===== src/rtl/unidade_controle_multiciclo_pkg.sv =====
`default_nettype none
// ============================================================================
// Module      : unidade_controle_multiciclo_pkg
// Description : Shared state encoding, opcodes, ALU codes and error codes
// Revision    : 1.0 - initial release
// ============================================================================
package unidade_controle_multiciclo_pkg;

    localparam logic [2:0] c_FETCH     = 3'd0;
    localparam logic [2:0] c_DECODE    = 3'd1;
    localparam logic [2:0] c_EXECUTE   = 3'd2;
    localparam logic [2:0] c_MEMORY    = 3'd3;
    localparam logic [2:0] c_WRITEBACK = 3'd4;
    localparam logic [2:0] c_HALT      = 3'd5;

    localparam logic [6:0] c_OPC_LOAD   = 7'b0000011;
    localparam logic [6:0] c_OPC_STORE  = 7'b0100011;
    localparam logic [6:0] c_OPC_RTYPE  = 7'b0110011;
    localparam logic [6:0] c_OPC_ITYPE  = 7'b0010011;
    localparam logic [6:0] c_OPC_BRANCH = 7'b1100011;

    localparam logic [1:0] c_ULA_SUB = 2'b00;
    localparam logic [1:0] c_ULA_ADD = 2'b01;
    localparam logic [1:0] c_ULA_EQ  = 2'b10;
    localparam logic [1:0] c_ULA_LT  = 2'b11;

    localparam logic [1:0] c_ERR_NONE    = 2'b00;
    localparam logic [1:0] c_ERR_ILLEGAL = 2'b01;
    localparam logic [1:0] c_ERR_TIMEOUT = 2'b10;

    typedef enum logic [2:0] {
        CLS_LOAD    = 3'd0,
        CLS_STORE   = 3'd1,
        CLS_ALU_R   = 3'd2,
        CLS_ALU_I   = 3'd3,
        CLS_BRANCH  = 3'd4,
        CLS_ILLEGAL = 3'd5
    } op_class_t;

endpackage
`default_nettype wire


===== src/rtl/unidade_controle_multiciclo_decodificador.sv =====
`default_nettype none
// ============================================================================
// Module      : decodificador_instrucao
// Description : Combinational decode of latched IR fields into an op class
//               plus ALU operand/operation controls
// Revision    : 1.0 - initial release
// ============================================================================
module decodificador_instrucao
    import unidade_controle_multiciclo_pkg::*;
(
    input  logic [6:0] i_opcode,
    input  logic [2:0] i_funct3,
    input  logic       i_alt,
    output logic [2:0] o_op_class,
    output logic [1:0] o_op_ula,
    output logic       o_ula_entry,
    output logic       o_sign,
    output logic       o_branch_neg
);

    always_comb begin
        o_op_class   = CLS_ILLEGAL;
        o_op_ula     = c_ULA_ADD;
        o_ula_entry  = 1'b0;
        o_sign       = 1'b0;
        o_branch_neg = 1'b0;
        case (i_opcode)
            c_OPC_LOAD:  o_op_class = CLS_LOAD;
            c_OPC_STORE: o_op_class = CLS_STORE;
            c_OPC_RTYPE: begin
                o_op_class  = CLS_ALU_R;
                o_op_ula    = i_alt ? c_ULA_SUB : c_ULA_ADD;
                o_ula_entry = 1'b1;
            end
            c_OPC_ITYPE: begin
                o_op_class  = CLS_ALU_I;
                o_op_ula    = i_alt ? c_ULA_SUB : c_ULA_ADD;
            end
            c_OPC_BRANCH: begin
                // funct3[2] selects ordering vs equality, [1] unsigned, [0] negation
                o_op_class   = (i_funct3[2:1] == 2'b01) ? CLS_ILLEGAL : CLS_BRANCH;
                o_op_ula     = i_funct3[2] ? c_ULA_LT : c_ULA_EQ;
                o_ula_entry  = 1'b1;
                o_sign       = i_funct3[2] & ~i_funct3[1];
                o_branch_neg = i_funct3[0];
            end
            default: o_op_class = CLS_ILLEGAL;
        endcase
    end

endmodule
`default_nettype wire


===== src/rtl/unidade_controle_multiciclo.sv =====
`default_nettype none
// ============================================================================
// Module      : unidade_controle_multiciclo
// Description : Multi-cycle control FSM with registered Moore outputs,
//               variable-latency memory handshake and sticky HALT trap
// Revision    : 1.0 - initial release
// ============================================================================
module unidade_controle_multiciclo
    import unidade_controle_multiciclo_pkg::*;
#(
    parameter int INSTR_WIDTH = 32,
    parameter int MEM_TIMEOUT = 15,
    parameter int CNT_WIDTH   = 16
) (
    input  logic                   clk,
    input  logic                   reset,
    input  logic [INSTR_WIDTH-1:0] instrucao,
    input  logic                   mem_ready,
    output logic                   ir_en,
    output logic                   pc_en,
    output logic                   load_en,
    output logic                   store_en,
    output logic [1:0]             op_ula,
    output logic                   operation_type,
    output logic                   ula_entry,
    output logic                   branch,
    output logic                   branch_neg,
    output logic                   sign,
    output logic                   halted,
    output logic [1:0]             err_code,
    output logic [CNT_WIDTH-1:0]   retired
);

    localparam int                     c_MEM_CNT_W = $clog2(MEM_TIMEOUT + 1);
    localparam logic [c_MEM_CNT_W-1:0] c_MEM_LAST  = c_MEM_CNT_W'(MEM_TIMEOUT - 1);

    logic [2:0]             r_state;
    logic [2:0]             w_next;
    logic [6:0]             r_opcode;
    logic [2:0]             r_funct3;
    logic                   r_alt;
    logic [c_MEM_CNT_W-1:0] r_mem_cnt;
    logic [CNT_WIDTH-1:0]   r_retired;

    logic [2:0] w_dec_class;
    logic [1:0] w_dec_op_ula;
    logic       w_dec_ula_entry;
    logic       w_dec_sign;
    logic       w_dec_branch_neg;

    logic       r_ir_en, r_pc_en, r_load_en, r_store_en;
    logic [1:0] r_op_ula;
    logic       r_operation_type, r_ula_entry, r_branch, r_branch_neg, r_sign, r_halted;
    logic [1:0] r_err_code;

    logic       w_ir_en, w_pc_en, w_load_en, w_store_en;
    logic [1:0] w_op_ula;
    logic       w_operation_type, w_ula_entry, w_branch, w_branch_neg, w_sign, w_halted;
    logic [1:0] w_err_code;
    logic       w_in_instr;
    logic       w_retire;
    logic       w_unused_ir;

    assign w_unused_ir = ^{instrucao[INSTR_WIDTH-1:31], instrucao[29:15], instrucao[11:7]};

    decodificador_instrucao u_dec (
        .i_opcode     (r_opcode),
        .i_funct3     (r_funct3),
        .i_alt        (r_alt),
        .o_op_class   (w_dec_class),
        .o_op_ula     (w_dec_op_ula),
        .o_ula_entry  (w_dec_ula_entry),
        .o_sign       (w_dec_sign),
        .o_branch_neg (w_dec_branch_neg)
    );

    // State register plus the per-instruction context it needs
    always_ff @(posedge clk or posedge reset) begin
        if (reset) begin
            r_state   <= c_FETCH;
            r_opcode  <= '0;
            r_funct3  <= '0;
            r_alt     <= 1'b0;
            r_mem_cnt <= '0;
        end else begin
            r_state <= w_next;
            if (r_state == c_FETCH && r_ir_en) begin
                r_opcode <= instrucao[6:0];
                r_funct3 <= instrucao[14:12];
                r_alt    <= instrucao[30];
            end
            if (r_state == c_MEMORY) begin
                r_mem_cnt <= r_mem_cnt + 1'b1;
            end else begin
                r_mem_cnt <= '0;
            end
        end
    end

    // The first FETCH after reset has ir_en low, so it lingers one cycle to raise it
    always_comb begin
        w_next = r_state;
        case (r_state)
            c_FETCH:  w_next = r_ir_en ? c_DECODE : c_FETCH;
            c_DECODE: w_next = (w_dec_class == CLS_ILLEGAL) ? c_HALT : c_EXECUTE;
            c_EXECUTE: begin
                if (w_dec_class == CLS_LOAD || w_dec_class == CLS_STORE) begin
                    w_next = c_MEMORY;
                end else if (w_dec_class == CLS_BRANCH) begin
                    w_next = c_FETCH;
                end else begin
                    w_next = c_WRITEBACK;
                end
            end
            c_MEMORY: begin
                if (mem_ready) begin
                    w_next = (w_dec_class == CLS_STORE) ? c_FETCH : c_WRITEBACK;
                end else if (r_mem_cnt == c_MEM_LAST) begin
                    w_next = c_HALT;
                end
            end
            c_WRITEBACK: w_next = c_FETCH;
            c_HALT:      w_next = c_HALT;
            default:     w_next = c_FETCH;
        endcase
    end

    always_comb begin
        w_in_instr       = (w_next == c_EXECUTE) || (w_next == c_MEMORY) || (w_next == c_WRITEBACK);
        w_ir_en          = (w_next == c_FETCH);
        w_op_ula         = w_in_instr ? w_dec_op_ula : 2'b00;
        w_ula_entry      = w_in_instr & w_dec_ula_entry;
        w_sign           = w_in_instr & w_dec_sign;
        w_branch         = (w_next == c_EXECUTE) && (w_dec_class == CLS_BRANCH);
        w_branch_neg     = w_branch & w_dec_branch_neg;
        w_store_en       = (w_next == c_MEMORY) && (w_dec_class == CLS_STORE);
        w_load_en        = (w_next == c_WRITEBACK);
        w_operation_type = (w_next == c_WRITEBACK) && (w_dec_class != CLS_LOAD);
        w_pc_en          = w_branch || (w_next == c_WRITEBACK)
                           || (r_state == c_MEMORY && w_next == c_FETCH);
        w_retire         = (w_next == c_FETCH) && ((r_state == c_EXECUTE)
                           || (r_state == c_MEMORY) || (r_state == c_WRITEBACK));
        w_halted         = 1'b0;
        w_err_code       = c_ERR_NONE;
        if (w_next == c_HALT) begin
            w_halted = 1'b1;
            if (r_state == c_HALT) begin
                w_err_code = r_err_code;
            end else if (r_state == c_MEMORY) begin
                w_err_code = c_ERR_TIMEOUT;
            end else begin
                w_err_code = c_ERR_ILLEGAL;
            end
        end
    end

    always_ff @(posedge clk or posedge reset) begin
        if (reset) begin
            r_ir_en          <= 1'b0;
            r_pc_en          <= 1'b0;
            r_load_en        <= 1'b0;
            r_store_en       <= 1'b0;
            r_op_ula         <= 2'b00;
            r_operation_type <= 1'b0;
            r_ula_entry      <= 1'b0;
            r_branch         <= 1'b0;
            r_branch_neg     <= 1'b0;
            r_sign           <= 1'b0;
            r_halted         <= 1'b0;
            r_err_code       <= c_ERR_NONE;
        end else begin
            r_ir_en          <= w_ir_en;
            r_pc_en          <= w_pc_en;
            r_load_en        <= w_load_en;
            r_store_en       <= w_store_en;
            r_op_ula         <= w_op_ula;
            r_operation_type <= w_operation_type;
            r_ula_entry      <= w_ula_entry;
            r_branch         <= w_branch;
            r_branch_neg     <= w_branch_neg;
            r_sign           <= w_sign;
            r_halted         <= w_halted;
            r_err_code       <= w_err_code;
        end
    end

    always_ff @(posedge clk or posedge reset) begin
        if (reset) begin
            r_retired <= '0;
        end else if (w_retire) begin
            r_retired <= r_retired + 1'b1;
        end
    end

    assign ir_en          = r_ir_en;
    assign pc_en          = r_pc_en;
    assign load_en        = r_load_en;
    assign store_en       = r_store_en;
    assign op_ula         = r_op_ula;
    assign operation_type = r_operation_type;
    assign ula_entry      = r_ula_entry;
    assign branch         = r_branch;
    assign branch_neg     = r_branch_neg;
    assign sign           = r_sign;
    assign halted         = r_halted;
    assign err_code       = r_err_code;
    assign retired        = r_retired;

endmodule
`default_nettype wire


===== config.mk =====
export PLATFORM = sky130hd
export DESIGN_NAME = unidade_controle_multiciclo
export DESIGN_NICKNAME = d
export VERILOG_FILES = /design/src/rtl/unidade_controle_multiciclo_pkg.sv /design/src/rtl/unidade_controle_multiciclo_decodificador.sv /design/src/rtl/unidade_controle_multiciclo.sv
export SDC_FILE = /design/constraint.sdc
export NUM_CORES = 1
export LEC_CHECK = 0
export CORE_ASPECT_RATIO = 1.5
export CORE_MARGIN = 4
export CORE_UTILIZATION = 47
export CTS_CLUSTER_DIAMETER = 40
export DETAILED_ROUTE_END_ITERATION = 6
export HOLD_SLACK_MARGIN = 0.15
export PLACE_DENSITY = 0.9
export SLEW_MARGIN = 10
export SYNTH_ARGS = -nofsm -noshare
export SYNTH_HDL_FRONTEND = slang
export SYNTH_SLANG_ARGS = --single-unit

===== constraint.sdc =====
create_clock -name clk -period 2.2 [get_ports clk]
set_input_delay 0.44 -clock clk [delete_from_list [all_inputs] [get_ports clk]]
set_output_delay 0.44 -clock clk [all_outputs]
set_load 0.02 [all_outputs]

Word-level counts from Yosys, hierarchy flattened:

Cells that the tools add are included.

* logic and storage cells: 86
* flip-flop bits (word level): 48
* output and inout port bits: 30
* input bits: 35

* equal/unequal tests: 20
* reduce and logical (&&, ||, !) cells: 19
* bitwise gates (word level): 5
* $add $sub $neg: 2
* muxes and demuxes: 22

Operators by type and width (count)
* case mux 3 bit (5 select lines): 2
* equality test 3 bit (second input constant): 6
* two-way mux 3 bit: 6
* adder 16 x 1 -> 16 bit (second input constant): 1
* equality test 7 x 6 -> 1 bit (second input constant): 2
* equality test 3 x 2 -> 1 bit (second input constant): 4
* logical NOT 3 bit: 3
* two-way mux 1 bit: 8
* two-way mux 2 bit: 4
* equality test 7 x 2 -> 1 bit (second input constant): 1
* equality test 7 x 5 -> 1 bit (second input constant): 1
* equality test 7 bit (second input constant): 1
* logical OR 1 bit: 7
* equality test 3 x 1 -> 1 bit (second input constant): 2
* logical AND 1 bit: 6
* adder 4 x 1 -> 4 bit (second input constant): 1
* AND 1 bit: 4
* equality test 4 bit (second input constant): 1
* two-way mux 4 bit: 1
* case mux 2 bit (2 select lines): 1
* OR reduction 2 bit: 2
* nonzero test 3 bit: 1
* equality test 2 x 1 -> 1 bit (second input constant): 1
* != test 2 bit (second input constant): 1
* inverter 1 bit: 1

Logic depth before layout (Yosys ltp):

* word-level depth: 11
* gate-level depth with buffers: 8
* gate-level depth less buffers: 7

Hierarchy:

A second synthesis with hierarchy kept.

* cell total of the unflattened synthesis: 199
* area total of the unflattened synthesis: 2396.0 sq um

By module, submodules not included
* unidade_controle_multiciclo: times used 1, cells each 181, area each 2270.9 sq um, seq. area each 1201.2 sq um
* decodificador_instrucao: times used 1, cells each 18, area each 125.1 sq um, seq. area each 0.0 sq um

Least setup slack after synthesis:

No wires, ideal clock.

* path kind: register -> register
* from: register r_mem_cnt[0]
* to: register r_retired[1] (netlist: retired[1])
* library setup time: 0.125 ns
* slack: 0.236 ns
* data required time: 2.075 ns
* path buffers: 0
* arrival: 1.839 ns
* cell stages (with the launch flop): 7
* clock period less this slack: 1.964 ns
* cell sequence: dfrtp_1 -> inv_1 -> ha_1 -> a31oi_1 -> a311oi_4 -> nor3_1 -> mux2_2

* cells in the longest elaborated chain, start to end: 6

RTL lines
* start, declared: line unidade_controle_multiciclo.sv:42 `logic [c_MEM_CNT_W-1:0] r_mem_cnt;`
* start signal, assigned: line unidade_controle_multiciclo.sv:93 `r_mem_cnt <= r_mem_cnt + 1'b1;`
* equality test 4 bit: line unidade_controle_multiciclo.sv:118 `end else if (r_mem_cnt == c_MEM_LAST) begin`
* two-way mux 3 bit: line unidade_controle_multiciclo.sv:118
* two-way mux 3 bit: line unidade_controle_multiciclo.sv:116 `if (mem_ready) begin`
* case mux 3 bit (5 select lines): line unidade_controle_multiciclo.sv:103 `case (r_state)`
* logical NOT 3 bit: line unidade_controle_multiciclo.sv:141 `w_retire = (w_next == c_FETCH) && ((r_state == c_EXECUTE)`
* logical AND 1 bit: line unidade_controle_multiciclo.sv:141
* end signal, assigned: line unidade_controle_multiciclo.sv:191 `r_retired <= r_retired + 1'b1;`
* end, declared: line unidade_controle_multiciclo.sv:43 `logic [CNT_WIDTH-1:0] r_retired;`

Every way passes these cells.
A chain may end at the register's enable or synchronous reset.

Final worst setup path:

* from: register r_funct3[2]
* to: register r_ula_entry (netlist: ula_entry)

* cells in the longest elaborated chain, start to end: 11
* elaborated cells on any way between the ends: 20
* classes of those cells: 7 x eq/ne; 8 x mux; 1 x bitwise; 4 x reduce/logical

RTL lines
* start, declared: line unidade_controle_multiciclo.sv:40 `logic [2:0] r_funct3;`
* start signal, assigned: line unidade_controle_multiciclo.sv:89 `r_funct3 <= instrucao[14:12];`
* equality test 2 x 1 -> 1 bit (*): line unidade_controle_multiciclo_decodificador.sv:41 `o_op_class = (i_funct3[2:1] == 2'b01) ? CLS_ILLEGAL : CLS_BRANCH;`
* two-way mux 1 bit (*): line unidade_controle_multiciclo_decodificador.sv:41
* case mux 3 bit (5 select lines) (*): line unidade_controle_multiciclo_decodificador.sv:27 `case (i_opcode)`
* equality test 3 x 1 -> 1 bit (tied with other cells): line unidade_controle_multiciclo.sv:107, unidade_controle_multiciclo.sv:117
* two-way mux 3 bit (tied with other cells): line unidade_controle_multiciclo.sv:117 `w_next = (w_dec_class == CLS_STORE) ? c_FETCH : c_WRITEBACK;`
* two-way mux 3 bit (on tied branches): line unidade_controle_multiciclo.sv:116, unidade_controle_multiciclo.sv:107
* case mux 3 bit (5 select lines) (*): line unidade_controle_multiciclo.sv:103
* equality test 3 x 2 -> 1 bit: line unidade_controle_multiciclo.sv:129 `w_in_instr = (w_next == c_EXECUTE) || (w_next == c_MEMORY) || (w_next == c_WRITEBACK);`
* logical OR 1 bit: line unidade_controle_multiciclo.sv:129
* logical OR 1 bit (*): line unidade_controle_multiciclo.sv:129
* AND 1 bit (*): line unidade_controle_multiciclo.sv:132 `w_ula_entry = w_in_instr & w_dec_ula_entry;`
* via w_ula_entry: line unidade_controle_multiciclo.sv:58 `logic w_operation_type, w_ula_entry, w_branch, w_branch_neg, w_sign, w_halted;`
* end signal, assigned: line unidade_controle_multiciclo.sv:178 `r_ula_entry <= w_ula_entry;`
* end, declared: line unidade_controle_multiciclo.sv:53 `logic r_operation_type, r_ula_entry, r_branch, r_branch_neg, r_sign, r_halted;`

Mark *: on every way through the listed nets, which the timed path passes. The rest lies on a longest branch.

==> results.md <==
* Status: finished clean
* Routed via count at between 1500 and 2000
* Layout area overhead at 33.31%
* Total wire length at 4266 µm
* Setup ws final at 0.09197 ns
* Root Driver: clkbuf_8
* CTS Sinks at 48
* Synth Area in Compound Gates at 0.07282
* NetSw at around 1000 µW
* Global route overflow at 0
* Pwr/cell area at 1036 mW/mm²
* Reg2reg end: ula_entry
* Worst-margin pin slew at between 0.5 and 0.6 ns
* Fin nets at 282
* Worst Path Arrival at roughly 2.3 ns
* Pre-Repair DR Iteration Count at 4
* Leak pwr at 1.259 nW
* Crit Path Category: reg -> reg
* Iter 0 DRT Violations at 77
* Worst hold path class: reg -> reg
* Seq pwr share at 0.443
* Post-Synth Simple-Gate Area at 0.2018
* Hpwl dp at ~3200 µm
* Critical R2R Launch: r_funct3[2]
* Combinational share of power at 0.332
* Placed Area at 0.002778 mm²
* DR vias/cell at 5.515
* Largest family of logic cells by synthesized area: simple AND/OR/NAND/NOR gates
* Max Root-Sink Buffers at 2
* # DRC at 0
* Synth Area in XOR/XNOR at 0.07225
* Die Y at between 90 and 100 µm
* R2R Setup Slk at 0.09 ns
* H-tree depth at 2
* Hold endpoint: sign
* Clock power share at 0.224
* Asr flop ratio synth at 1.000
* Core Area at 0.004504 mm²
* Syn avg cell area at 11.99 µm²
* Final setup viols at 0
* Worst hold path cell count at 1
* Post-CTS Setup Repair Bufs at 0
* Main synth FF type: dfrtp_1
* Setup Skew at 0.004995 ns
* Die ar. at 0.005819 mm²
* Synth cell types at 41
* Most common cell after layout, fill and taps aside: dfrtp_1
* Seq/Total Area, Yosys at 0.5505
* Starting density of the core at 0.4844
* Drt wl/cell at 14.56 µm
* Total Power at 3.014 mW
* Die X at 63.64 µm
* Port-buffer cells at 43
* CP endpoint kind: register
* Post-synth EDFFs at 0
* Placed insts at 285
* RSZ-0062 raised after global routing: true
* Syn_nets at 220
* Slew Limit Fails at 0
* CTS tree: yes
* Startpoint Class: register
* Max FO, Critical Path at 5
* Synth Area in Adders at 0.01720
* Worst reg2reg path depth at 6
* Post-Syn Area at 0.002182 mm²
* Antenna cells at 0
* GPL Wtd Cong at 0.8346
* Layout cells sized above 1 at 0.2041
* Relative slew slack at 0.6108
* CTS Hold Bufs at 0
* Io pins at 65
* Cell area after layout at 0.002909 mm²
* Core Rows at 30
* Final Hold Vio Count at 0
* Dpl ws at -0.1704 ns
* Worst-path clk slew at 0.08 ns
* Seq cells post-synth at 48
* Yosys Warn Count at 0
* # fillers at 357
* Internal power at 2.019 mW
* Cts bufs inserted at 5
* Post-synthesis cell count at 182
* Post-synthesis mux area share at 0.05677
* Initial antenna violation count at 0
* Most frequent cells in the layout: dfrtp_1 (48), clkdlybuf4s50_1 (43), buf_4 (19)
* Hold path startpoint: r_funct3[1]
* Max cap viols at 0
* GRT Util Overall at 0.1577
* Fmax at 474.4 MHz
* First-pass GRT wire length at 7272 µm
* Worst vdd ir at 0.6901 mV
* Post-Layout Cell Count at 293
* Largest net degree at the start of global routing at 49
* Worst EP required at 2.37 ns
* DRT antenna net count at 0
* Final Cycle Share at 0.9582
* Tmin final at about 2.1 ns
* Vias in the first global route at 1653
* Switching share of power at 0.3303
* Clk_lat worst skew at 0.30 ns
Yosys cell counts, types with 3 or more instances:
master    number  area, µm²
a21oi_1        4      20.02
and3_1         3      18.77
clkbuf_1       3      11.26
dfrtp_1       48       1201
ha_1           3      37.54
inv_1          5      18.77
mux2_2        11      123.9
nand2_1        9      33.78
nand2b_1       5      31.28
nand3_1        7      35.03
nand4_1        4      25.02
nor2_1        12      45.04
nor3_1         9      45.04
o21ai_0        7      35.03
xnor2_1       10      87.58
xor2_1         8      70.07
worst max-delay path, stage by stage, from the launching register on:
cell and delay [ns]:
dfrtp_1 0.40, nor2b_1 0.25, o21ai_1 0.12, a211oi_2 0.47, nor2_1 0.17, o21ba_2 0.27, nor4_1 0.31
registers in the layout, indices dropped and copies added (netlist names), 2 cells and up:
register / count
retired: 16
r_opcode: 7
op_ula: 2
r_mem_cnt: 4
r_funct3: 3
err_code: 2
r_state: 3
layer usage:
metal | share of wire | global-route usage | vias to the layer above | wire length, µm
met1 | 0.35 | 0.1571 | 805 | 1493
met5 | 0 | 0 | - | 0
met2 | 0.58 | 0.3008 | 44 | 2481
met4 | 0.025 | 0.07207 | 0 | 106
li1 | - | - | 757 | -
met3 | 0.043 | 0.03465 | 10 | 185
cells by family (layout without fill, tap and decap cells):
family,after synthesis,in the layout
simple gates,68,68
fa+ha+maj,3,3
flops,48,48
buf+inv,12,75
compound gates,22,22
xor+xnor,18,18
mux,11,11
power groups by stage:
stage / Sequential, mW / Clock (mW) / Combinational (mW)
finish: 1.34 / 0.676 / 1.00
global route: 1.37 / 0.730 / 1.09
CTS: 1.34 / 0.696 / 1.00
detailed placement: 1.35 / 0 / 1.00
global placement: 1.34 / 0 / 0.968
floorplan: 1.33 / 0 / 0.631
how the worst max path moves through the flow:
| stage | startpoint | to | slack, ns | depth (start not counted) |
|---|---|---|---|---|
| after floorplan | r_mem_cnt[0] | retired[1] | 0.24 | 6 |
| after global placement | mem_ready | ula_entry | -0.14 | 8 |
| after detailed placement | mem_ready | ula_entry | -0.17 | 8 |
| after CTS | r_opcode[2] | retired[15] | 0.10 | 6 |
| after global routing | r_funct3[1] | ula_entry | -0.01 | 6 |
| final | r_funct3[2] | ula_entry | 0.09 | 6 |
through the flow:
step	util	hold slack, ns	TNS (ns)
after floorplan	-	0.4370	0
after global placement	0.6167	0.4570	-1.403
after detailed placement	0.6167	0.4535	-1.432
after CTS	0.6447	0.4647	0
after global routing	0.6458	0.4956	-0.01498
final	0.6458	0.4629	0
repair_timing:
action,CTS,global route
hold endpoints to repair,0,0
setup endpoints to repair,0,5
gates resized for setup,0,1
cell type report:
cell class	instances	area, µm²	share of cell area
clock buffers	7	96.34	0.03312
clock inverters	1	30.03	0.01032
inverters	5	18.77	0.006452
multi-input cells	122	929.6	0.3196
flip-flops and latches	48	1201	0.4129
well taps	48	60.06	0.02065
repair buffers	62	573.1	0.1970
Note: power is estimated with default switching activity, not from simulation.
